File: src/rtl/mux_scan_sel.sv
// mux_scan_sel: registered N-to-1 word multiplexer with a valid/ready request
// port and a valid/ready output port. Direct mode returns one channel per
// request; scan mode streams Count+1 consecutive channels with wrap-around.
module mux_scan_sel #(
    parameter int WIDTH    = 1,
    parameter int CHANNELS = 32,
    parameter int SEL_W    = 5
) (
    input  logic                      clk,
    input  logic                      rst_n,
    input  logic [CHANNELS*WIDTH-1:0] I,
    input  logic [SEL_W-1:0]          OpCode,
    input  logic [SEL_W-1:0]          Count,
    input  logic                      Mode,
    input  logic                      req_valid,
    output logic                      req_ready,
    output logic [WIDTH-1:0]          Y,
    output logic                      Y_valid,
    input  logic                      Y_ready,
    output logic [SEL_W-1:0]          Ch,
    output logic                      Err,
    output logic                      Last,
    output logic                      Busy
);

    // One extra bit so CHANNELS == 2**SEL_W is representable as the bound.
    localparam logic [SEL_W:0]   CH_LIM = (SEL_W+1)'(CHANNELS);
    localparam logic [SEL_W-1:0] CH_MAX = SEL_W'(CHANNELS-1);

    typedef enum logic {
        IDLE = 1'b0,
        SCAN = 1'b1
    } state_t;

    state_t           state;
    state_t           state_nxt;
    logic [SEL_W-1:0] ptr;
    logic [SEL_W-1:0] ptr_nxt;
    logic [SEL_W-1:0] rem;
    logic [SEL_W-1:0] rem_nxt;
    logic             slot_free;
    logic             accept;
    logic             load_en;
    logic             load_last;
    logic [SEL_W-1:0] load_ch;

    // Channel index addresses a real input.
    function automatic logic in_range(input logic [SEL_W-1:0] c);
        return {1'b0, c} < CH_LIM;
    endfunction

    // Scan successor with wrap from the last channel back to channel 0.
    function automatic logic [SEL_W-1:0] next_ch(input logic [SEL_W-1:0] c);
        return (c == CH_MAX) ? '0 : c + 1'b1;
    endfunction

    // Word of channel c; out-of-range indices match no channel and give zero.
    function automatic logic [WIDTH-1:0] word_at(input logic [CHANNELS*WIDTH-1:0] bus,
                                                 input logic [SEL_W-1:0]          c);
        logic [WIDTH-1:0] w;
        w = '0;
        for (int k = 0; k < CHANNELS; k++) begin
            if (c == SEL_W'(k)) begin
                w = bus[k*WIDTH +: WIDTH];
            end
        end
        return w;
    endfunction

    // The output register can take a new beat when empty or being drained.
    assign slot_free = !Y_valid || Y_ready;
    assign req_ready = rst_n && (state == IDLE) && slot_free;
    assign accept    = req_valid && req_ready;
    assign Busy      = (state == SCAN);

    // Next-state logic: decide whether a beat is loaded and from which channel.
    always_comb begin
        state_nxt = state;
        ptr_nxt   = ptr;
        rem_nxt   = rem;
        load_en   = 1'b0;
        load_ch   = ptr;
        load_last = 1'b0;
        case (state)
            IDLE: begin
                if (accept) begin
                    load_en = 1'b1;
                    load_ch = OpCode;
                    // A bad start channel in scan mode collapses to one error beat.
                    if (!Mode || !in_range(OpCode) || (Count == '0)) begin
                        load_last = 1'b1;
                    end else begin
                        ptr_nxt   = next_ch(OpCode);
                        rem_nxt   = Count;
                        state_nxt = SCAN;
                    end
                end
            end
            SCAN: begin
                // rem counts beats still to load; the one at rem == 1 is final.
                if (slot_free) begin
                    load_en = 1'b1;
                    load_ch = ptr;
                    ptr_nxt = next_ch(ptr);
                    rem_nxt = rem - 1'b1;
                    if (rem == SEL_W'(1)) begin
                        load_last = 1'b1;
                        state_nxt = IDLE;
                    end
                end
            end
            default: begin
                state_nxt = IDLE;
            end
        endcase
    end

    // Control state: FSM state, scan pointer and remaining-beat count.
    always_ff @(posedge clk or negedge rst_n) begin
        if (!rst_n) begin
            state <= IDLE;
            ptr   <= '0;
            rem   <= '0;
        end else begin
            state <= state_nxt;
            ptr   <= ptr_nxt;
            rem   <= rem_nxt;
        end
    end

    // Output beat register: load a new beat, retire an accepted one, or hold.
    always_ff @(posedge clk or negedge rst_n) begin
        if (!rst_n) begin
            Y       <= '0;
            Y_valid <= 1'b0;
            Ch      <= '0;
            Err     <= 1'b0;
            Last    <= 1'b0;
        end else if (load_en) begin
            Y       <= word_at(I, load_ch);
            Err     <= !in_range(load_ch);
            Ch      <= load_ch;
            Last    <= load_last;
            Y_valid <= 1'b1;
        end else if (Y_ready) begin
            Y_valid <= 1'b0;
        end
    end

endmodule

File: config.mk
export PLATFORM = sky130hd
export DESIGN_NAME = mux_scan_sel
export DESIGN_NICKNAME = d
export VERILOG_FILES = /design/src/rtl/mux_scan_sel.sv
export SDC_FILE = /design/constraint.sdc
export NUM_CORES = 1
export LEC_CHECK = 0
export ABC_AREA = 1
export CAP_MARGIN = 20
export CORE_MARGIN = 2
export CORE_UTILIZATION = 41
export CTS_CLUSTER_DIAMETER = 200
export DETAILED_ROUTE_END_ITERATION = 7
export PLACE_DENSITY = 0.86
export SYNTH_ARGS = -nofsm -noshare
export SYNTH_HDL_FRONTEND = slang
export SYNTH_SLANG_ARGS = --single-unit
File: constraint.sdc
create_clock -name clk -period 2.5 [get_ports clk]
set_input_delay 0.375 -clock clk [delete_from_list [all_inputs] [get_ports clk]]
set_output_delay 0.375 -clock clk [all_outputs]
set_load 0.02 [all_outputs]
* After elaboration in Yosys (flattened, before gate mapping)
Cells that the tools add are included.
** Storage, ports and cells
- Register bits after elaboration :: 19
- Bits of input ports :: 47
- Logic and storage cells :: 118
** Cells by class
- $add $sub $neg :: 3
- Equality and inequality tests :: 37
- Multiplexer cells :: 59
- Bitwise gates (word level) :: 1
- Reductions and logical operators :: 11
** Operators with widths (count)
- 5-bit equality test, second input constant :: 18
- 5-bit two-way mux :: 9
- 1-bit two-way mux :: 44
- 5-bit by 4-bit equality test with 1-bit output, second input constant :: 8
- 5-bit case mux with 2 select lines :: 3
- 5-bit by 3-bit equality test with 1-bit output, second input constant :: 4
- 5-bit by 1-bit adder with 5-bit output, second input constant :: 2
- 5-bit by 1-bit equality test with 1-bit output, second input constant :: 2
- 5-bit by 2-bit equality test with 1-bit output, second input constant :: 2
- 5-bit zero test :: 2
- 1-bit case mux with 2 select lines :: 3
- 5-bit by 1-bit subtractor with 5-bit output, second input constant :: 1
- 2-bit != test, second input constant :: 2
- 1-bit logical AND :: 3
- 3-bit AND reduction :: 1
- 1-bit zero test :: 2
- 1-bit logical OR :: 2
- 2-bit by 1-bit != test with 1-bit output, second input constant :: 1
- 2-bit nonzero test :: 1
- 1-bit inverter :: 1

* Longest topological paths before layout
Gate-level depths: netlist (run 1).
- Depth in word-level cells :: 39
- Mapped depth :: 26

* Least setup slack after synthesis (run 1)
No wires, ideal clock.
- Kind :: reg2reg
- Start point :: register state, in the netlist Busy
- End point :: register Y
- Setup time :: 0.116 ns
- Data arrival time :: 2.347 ns
- Required time :: 2.384 ns
- Path slack :: 0.037 ns
- Cell stages (with the launch flop) :: 24
- Path buffers :: 1
- Cells stage by stage :: dfrtp_1 nor2_4 nand3_4 inv_2 nand2_1 nand2_4 inv_2 buf_2 nand4_1 nand4_1 nand2_1 nand4_1 nor2_1 nand4_1 nand2_1 nand4_1 nor2_1 nand4_1 nand2_1 nand4_1 nand2_1 nand4_1 nand2_1 nand2_1
** Between the ends
- Longest elaborated chain between the ends :: 39
- Elaborated cells between the ends (all ways) :: 72
- Classes of those cells :: 31 x eq/ne; 36 x mux; 1 x bitwise; 4 x reduce/logical
** RTL lines
- from (decl) :: line 35 : state_t state;
- from (signal assigned) :: line 125 : state <= state_nxt;
- 1-bit inverter
- 1-bit logical AND (2 in series) :: line 72 : assign req_ready = rst_n && (state == IDLE) && slot_free;
- 1-bit logical AND :: line 73 : assign accept = req_valid && req_ready;
- 5-bit two-way mux :: line 86 : if (accept) begin
- 5-bit case mux with 2 select lines :: line 84 : case (state)
- 5-bit zero test :: line 63 : if (c == SEL_W'(k)) begin
- 1-bit two-way mux (32 in series) :: line 63
- to (signal assigned) :: line 140 : Y <= word_at(I, load_ch);
- to (decl) :: line 17 : output logic [WIDTH-1:0] Y,
Parallel ways exist; a longest one is shown, timed or not.
A chain may end at the register's enable or synchronous reset.

* Worst setup path after layout (run 1)
Ends and elaborated chain as after synthesis.

==> results.md, run 1 <==
- Worst Setup Path Type: register to register
- Nets: 402
- Die Y: 67.4 um
- Overall die width: 67.4 um
- Synth area leader: dfrtp_1
- Final wirelength: 5760 um
- Share of cells above drive strength 1: 27.0%
- Routed len/inst: 14.5 um
- FF-to-FF End: Y$_DFFE_PN0P_
- Initial core utilization: 41.7%
- Initial antenna violation count: 0
- Period utilisation layout: 112%
- Critical Path Source Type: register
- Max_slew headroom: 63.7%
- CP Cell Sequence: nor2_4 -> nand3_4 -> nand2_2 -> nand2_2 -> nand2_4 -> inv_4 -> nand2_2 -> nand2_1 -> o21bai_4 -> nand4_1 -> nand2_1 -> nand4_1 -> nor2_1 -> nand4_1 -> nand2_1 -> nand4_1 -> nor2_1 -> nand4_1 -> nand2_1 -> nand4_1 -> nand2_1 -> nand4_1 -> nand2_1 -> nand2_1
- HP Class: input pin to async pin
- Number of enable flip-flop cells after synthesis: 0
- Footprint of the multi-input gates: 1130 um2
- P&R area growth vs syn: 69.1%
- Post-DP HPWL: 4080 um
- Final ANT Viol Nets: 0
- Crit path max-delay family: simple AND/OR/NAND/NOR gates
- Sequential area share after synthesis: 28.9%
- Drt pass-1 iters: 4
- Routed via count: 2170
- Netlist cell types: 32
- Total track usage: 26.4%
- YS warnings: 0
- Vias in the first global route: 2039
- Crit-path max FO: 7
- CTS tree: done
- Fin util: 70.6%
- Vias per inst: 5.45
- Power density over the cells: 1080 nW/um2
- Seq cells post-synth: 19
- TritonCTS Buffers: 3
- WHS: 0.228 ns
- Worst slack at placement: -0.623 ns
- R2r worst-path depth: 24
- Clock sink total: 19
- Core area: 3940 um2
- Fillers: 315
- GR Overflow Total: 0
- Placer Congestion: 0.934
- Syn Std Cell Area: 1650 um2
- Synth Instances: 248
- Critical path buffers and inverters: 1
- Clock Skews: 0.00191 ns
- Final worst slack: -0.306 ns
- Syn Nets: 301
- CTS root buf: clkbuf_8
- Iteration-0 DRC Markers: 123
- Design area: 2780 um2
- Most common cell after layout, fill and taps aside: clkdlybuf4s50_1
- Largest net degree at the start of global routing: 20
- Cts hold-fix bufs: 0
- Die ar.: 4540 um2
- Clock tree buffer depth: 2
- First-pass GRT wire length: 9030 um
- Count of pins over their slew limit: 0
- Peak supply drop: 0.000607 V
- Crit path DAT: 2.98 ns
- Crit. End Element: register
- Worst-Skew Late Latency: 0.27 ns
- Top_reg_cell synth: dfrtp_1
- # setup viols final: 1
- Reg area: 475 um2
- Finished Layout Cells: 398
- MaxCap Viol Count: 0
- Worst path required time: 2.67 ns
- Main area contributors after synthesis: dfrtp_1, nand2_1, nand4_1, inv_1, nand3_1
- # rows: 23
- Final Hold Fails: 0
- P_leak: 1.33 nW
- Diodes inserted: 0
- Top cell type's share of synthesized area: 28.9%
- Async S/R FF share, synth: 100%
- # H-tree levels: 1
- Peak Freq: 0.356 GHz
- Failing checks: negative setup slack
- Status: finished, violations left
- Critical path's largest stage delay: 0.43 ns
- Measured slew at the worst slew-check pin: 0.543 ns
- Syn Area/Cell: 6.63 um2
- Slowest-stage cell, CP: dfrtp_1
- Placed Instances: 384
- Instance area at placement: 2530 um2
- R2r startpoint: Busy$_DFF_PN0_
- Clock transition at path regs: 0.08 ns
- DR DRC count: 0
- Fin crit period: 2.81 ns
- RSZ-0062 raised after global routing: true
- IO Port Bufs: 56
- R2R setup slack: -0.31 ns
- Most frequent cells in the layout: clkdlybuf4s50_1, nand2_1, buf_4, inv_1, nand4_1
- IO Pins: 58
[sequential cells by signal, summed over array words and instances (netlist names)]
| signal | count |
|---|---|
| Ch | 5 |
| ptr | 5 |
| rem | 5 |
| Busy | 1 |
| Last | 1 |
| Y | 1 |
| Y_valid | 1 |
[cells in the mapped netlist (all sizes together), types with 4 or more instances]
master / instances
nand2: 66
inv: 33
nor2: 26
nand4: 25
nand3: 20
dfrtp: 19
o21ai: 17
a21oi: 6
ha: 6
clkbuf: 5
nor3: 4
or2: 4
[metrics by stage]
stage	total power, W	TNS [ns]
floorplan	0.00168	0
global placement	0.00239	-0.540
detailed placement	0.00243	-0.623
CTS	0.00281	-0.183
global route	0.00325	-0.498
finish	0.00302	-0.306
[what timing repair did]
action | 4_1_cts | 5_1_grt
endpoints found under the setup margin | 1 | 1
pin swaps | 25 | 26
setup buffers | 8 | 2
resized for setup | 19 | 22
[cell type report]
class | count | area share, %
repair buffers | 103 | 33.4
multi-input cells | 189 | 40.6
well taps | 50 | 2.25
clock buffers | 3 | 1.48
clock inverters | 1 | 0.270
inverters | 33 | 4.90
flip-flops and latches | 19 | 17.1
[worst max path at each step]
stage	from	to	slack (ns)	cells past startpoint
after detailed placement	rst_n	Y$_DFFE_PN0P_	-0.62	26
after global placement	rst_n	Y$_DFFE_PN0P_	-0.54	24
after CTS	Busy$_DFF_PN0_	Y$_DFFE_PN0P_	-0.18	24
after floorplan	Busy$_DFF_PN0_	Y$_DFFE_PN0P_	0.04	23
after global routing	Busy$_DFF_PN0_	Y$_DFFE_PN0P_	-0.50	24
final	Busy$_DFF_PN0_	Y$_DFFE_PN0P_	-0.31	24
[kinds of logic (layout without fill, tap and decap cells)]
group / count (synthesis) / in the layout / synth area share, %
AO/OA/AOI/OAI: 32 / 32 / 11.1
flip-flops: 19 / 19 / 28.9
XOR/XNOR: 2 / 2 / 1.06
other: 1 / 1 / 0.228
AND/OR/NAND/NOR: 148 / 148 / 44.7
adder cells (fa/ha/maj): 6 / 6 / 4.56
buffers and inverters: 40 / 140 / 9.43
[metal layers]
| layer | GRT usage, % | part of all wire (%) |
|---|---|---|
| met1 | 32.1 | 40 |
| met2 | 45.5 | 51 |
| met3 | 3.50 | 6.0 |
| met4 | 13.0 | 3.8 |
| met5 | 0 | 0 |
[report_power, final]
group	switching [W]	internal, W
Combinational	0.00124	0.000952
Clock	0.000121	0.000113
Sequential	0.000125	0.000461
(Power assumes the default switching activity.)
==> inputs of run 2 (changes only) <==
--- a/config.mk
+++ b/config.mk
@@ -6,6 +6,7 @@
 export NUM_CORES = 1
 export LEC_CHECK = 0
 export ABC_AREA = 1
+export ABC_CLOCK_PERIOD_IN_PS = 2500
 export CAP_MARGIN = 20
 export CORE_MARGIN = 2
 export CORE_UTILIZATION = 41
==> constraint.sdc (replaced) <==
create_clock -name clk -period 2.5 [get_ports clk]
set_input_delay 0.625 -clock clk [delete_from_list [all_inputs] [get_ports clk]]
set_output_delay 0.625 -clock clk [all_outputs]
set_load 0.02 [all_outputs]
==> run 2 against run 1 <==
Against the previous run: the flow still finishes with violations (negative setup slack); count of clock-buffer cells in the layout is the same; first-iteration DRC count decreased by 7.3%; wire length is 2.2% higher; critical path type unchanged; critical endpoint unchanged; largest cell class unchanged; largest power group unchanged.
==> results.md, run 2 (synthesis gave the netlist of run 1 again) <==
- Placer Congestion: 0.955
- Vias per inst: 5.42
- Diodes inserted: 0
- R2r worst-path depth: 23
- Die ar.: 4540 um2
- Final TNS setup: -0.308 ns
- IO Pins: 58
- Power share of the clock group: 7.9%
- Total track usage: 26.7%
- Slowest-stage cell, CP: dfrtp_1
- Design area: 2770 um2
- Worst Setup Path Type: register to register
- Critical path's largest stage delay: 0.43 ns
- Internal Pwr Total: 0.00150 W
- Instance area at placement: 2540 um2
- Crit path DAT: 3.02 ns
- Clock sink total: 19
- Status: finished, violations left
- Switching Fraction: 49.5%
- Fin crit period: 2.81 ns
- RSZ-0062 raised after global routing: true
- Fin util: 70.2%
- Crit-path max FO: 8
- TritonCTS Buffers: 3
- Initial core utilization: 41.7%
- Share of cells above drive strength 1: 26.4%
- Largest net degree at the start of global routing: 20
- Worst path required time: 2.71 ns
- Crit path max-delay family: simple AND/OR/NAND/NOR gates
- CTS root buf: clkbuf_8
- Worst path depth: 23
- Critical Path Source Type: register
- P_leak: 1.33 nW
- Clock tree buffer depth: 2
- Period utilisation layout: 112%
- Die Y: 67.4 um
- DR DRC count: 0
- Cts hold-fix bufs: 0
- Count of pins over their slew limit: 0
- Initial antenna violation count: 0
- Iteration-0 DRC Markers: 114
- Drt pass-1 iters: 4
- HP Class: input pin to async pin
- First-pass GRT wire length: 9150 um
- GR Overflow Total: 0
- # H-tree levels: 1
- Core area: 3940 um2
- Post-DP HPWL: 4210 um
- Vias in the first global route: 1996
- Nets: 402
- Power density over the cells: 1070 nW/um2
- Final ANT Viol Nets: 0
- Overall die width: 67.4 um
- MaxCap Viol Count: 0
- Peak Freq: 0.356 GHz
- Final worst slack: -0.308 ns
- # setup viols final: 1
- Worst-Skew Late Latency: 0.26 ns
- Sequential Power Share: 20.1%
- Failing checks: negative setup slack
- Peak supply drop: 0.000625 V
- Final Hold Fails: 0
- Combinational cell fraction of total power: 72.1%
- Clock Skews: 0.00231 ns
- Sw Pwr: 0.00147 W
- CP Cell Sequence: nor2_4 -> nand3_4 -> nand2_2 -> nand2_2 -> buf_4 -> buf_4 -> buf_4 -> nor2_1 -> inv_1 -> buf_4 -> nor2_1 -> nand3_1 -> nand4_1 -> nand2_1 -> nand4_1 -> nor2_1 -> nand4_1 -> nand2_1 -> nand4_1 -> nand2_1 -> nand4_1 -> nand2_1 -> nand2_1
- CTS tree: done
- Final wirelength: 5890 um
- Critical path buffers and inverters: 5
- WHS: 0.310 ns
- Crit. End Element: register
- IO Port Bufs: 56
- Biggest regs: Ch x5, ptr x5, rem x5
- P&R area growth vs syn: 68.2%
- Routed len/inst: 14.8 um
- Fillers: 315
- # rows: 23
- Clock transition at path regs: 0.08 ns
- Most frequent cells in the layout: nand2_1, clkdlybuf4s50_1, buf_4, nand4_1, inv_1
- Routed via count: 2156
[run 2: worst register-to-register path, stage by stage, from the launching register on]
cell	delay [ns]
dfrtp_1	0.43
nor2_4	0.24
nand3_4	0.18
nand2_2	0.12
nand2_2	0.08
buf_4	0.14
buf_4	0.12
buf_4	0.12
nor2_1	0.14
inv_1	0.10
buf_4	0.14
nor2_1	0.15
nand3_1	0.09
nand4_1	0.10
nand2_1	0.05
nand4_1	0.07
nor2_1	0.05
nand4_1	0.07
nand2_1	0.06
nand4_1	0.06
nand2_1	0.06
nand4_1	0.06
nand2_1	0.05
nand2_1	0.05
[run 2: through the flow]
step                      total power [W]  setup slack (ns)  std cells
after global placement            0.00241            -0.827        385
after floorplan                   0.00168           -0.0658        248
after detailed placement          0.00246            -0.949        385
final                             0.00297            -0.308        398
after CTS                         0.00285            -0.306        397
after global routing              0.00320            -0.539        398
[run 2: layout make-up]
class / instances / area (um2) / share of cell area, %
Clock buffer: 3 / 41.3 / 1.49
Tap cell: 50 / 62.6 / 2.26
Clock inverter: 1 / 7.51 / 0.271
Sequential cell: 19 / 475 / 17.2
Multi-Input combinational cell: 191 / 1120 / 40.5
Inverter: 33 / 131 / 4.75
Timing Repair Buffer: 101 / 928 / 33.5
[run 2: worst paths after layout]
path | endpoint | start | slack [ns]
worst max-delay path | Y$_DFFE_PN0P_ | Busy$_DFF_PN0_ | -0.31
worst min-delay path | rem[1]$_DFFE_PN0P_ | rst_n | 0.31
worst max register to register | Y$_DFFE_PN0P_ | Busy$_DFF_PN0_ | -0.31
worst min register to register | Y$_DFFE_PN0P_ | Y$_DFFE_PN0P_ | 0.49
max in group asynchronous | Ch[2]$_DFFE_PN0P_ | rst_n | 1.98
min in group clk | Y$_DFFE_PN0P_ | Y$_DFFE_PN0P_ | 0.49
[run 2: layer usage]
metal  GRT usage [%]  share of wire (%)  wire length (um)  up-vias
li1                -                  -                 -     1042
met1            33.6                 42              2450      992
met2            45.5                 49              2910      102
met3            4.00                5.7               334       20
met4            11.0                3.4               199        0
met5               0                  0                 0        -
[run 2: power groups by stage]
stage / clock [W] / sequential, W / combinational, W
2_1_floorplan: 0 / 0.000645 / 0.00104
3_5_place_dp: 0 / 0.000581 / 0.00188
5_1_grt: 0.000248 / 0.000612 / 0.00234
4_1_cts: 0.000228 / 0.000587 / 0.00204
6_report: 0.000233 / 0.000596 / 0.00214
3_3_place_gp: 0 / 0.000576 / 0.00183
[run 2: repair_timing]
action,in CTS,in global routing
resized for setup,37,10
pin swaps,27,24
cloned,2,0
endpoints found under the setup margin,2,1
setup buffers,6,1
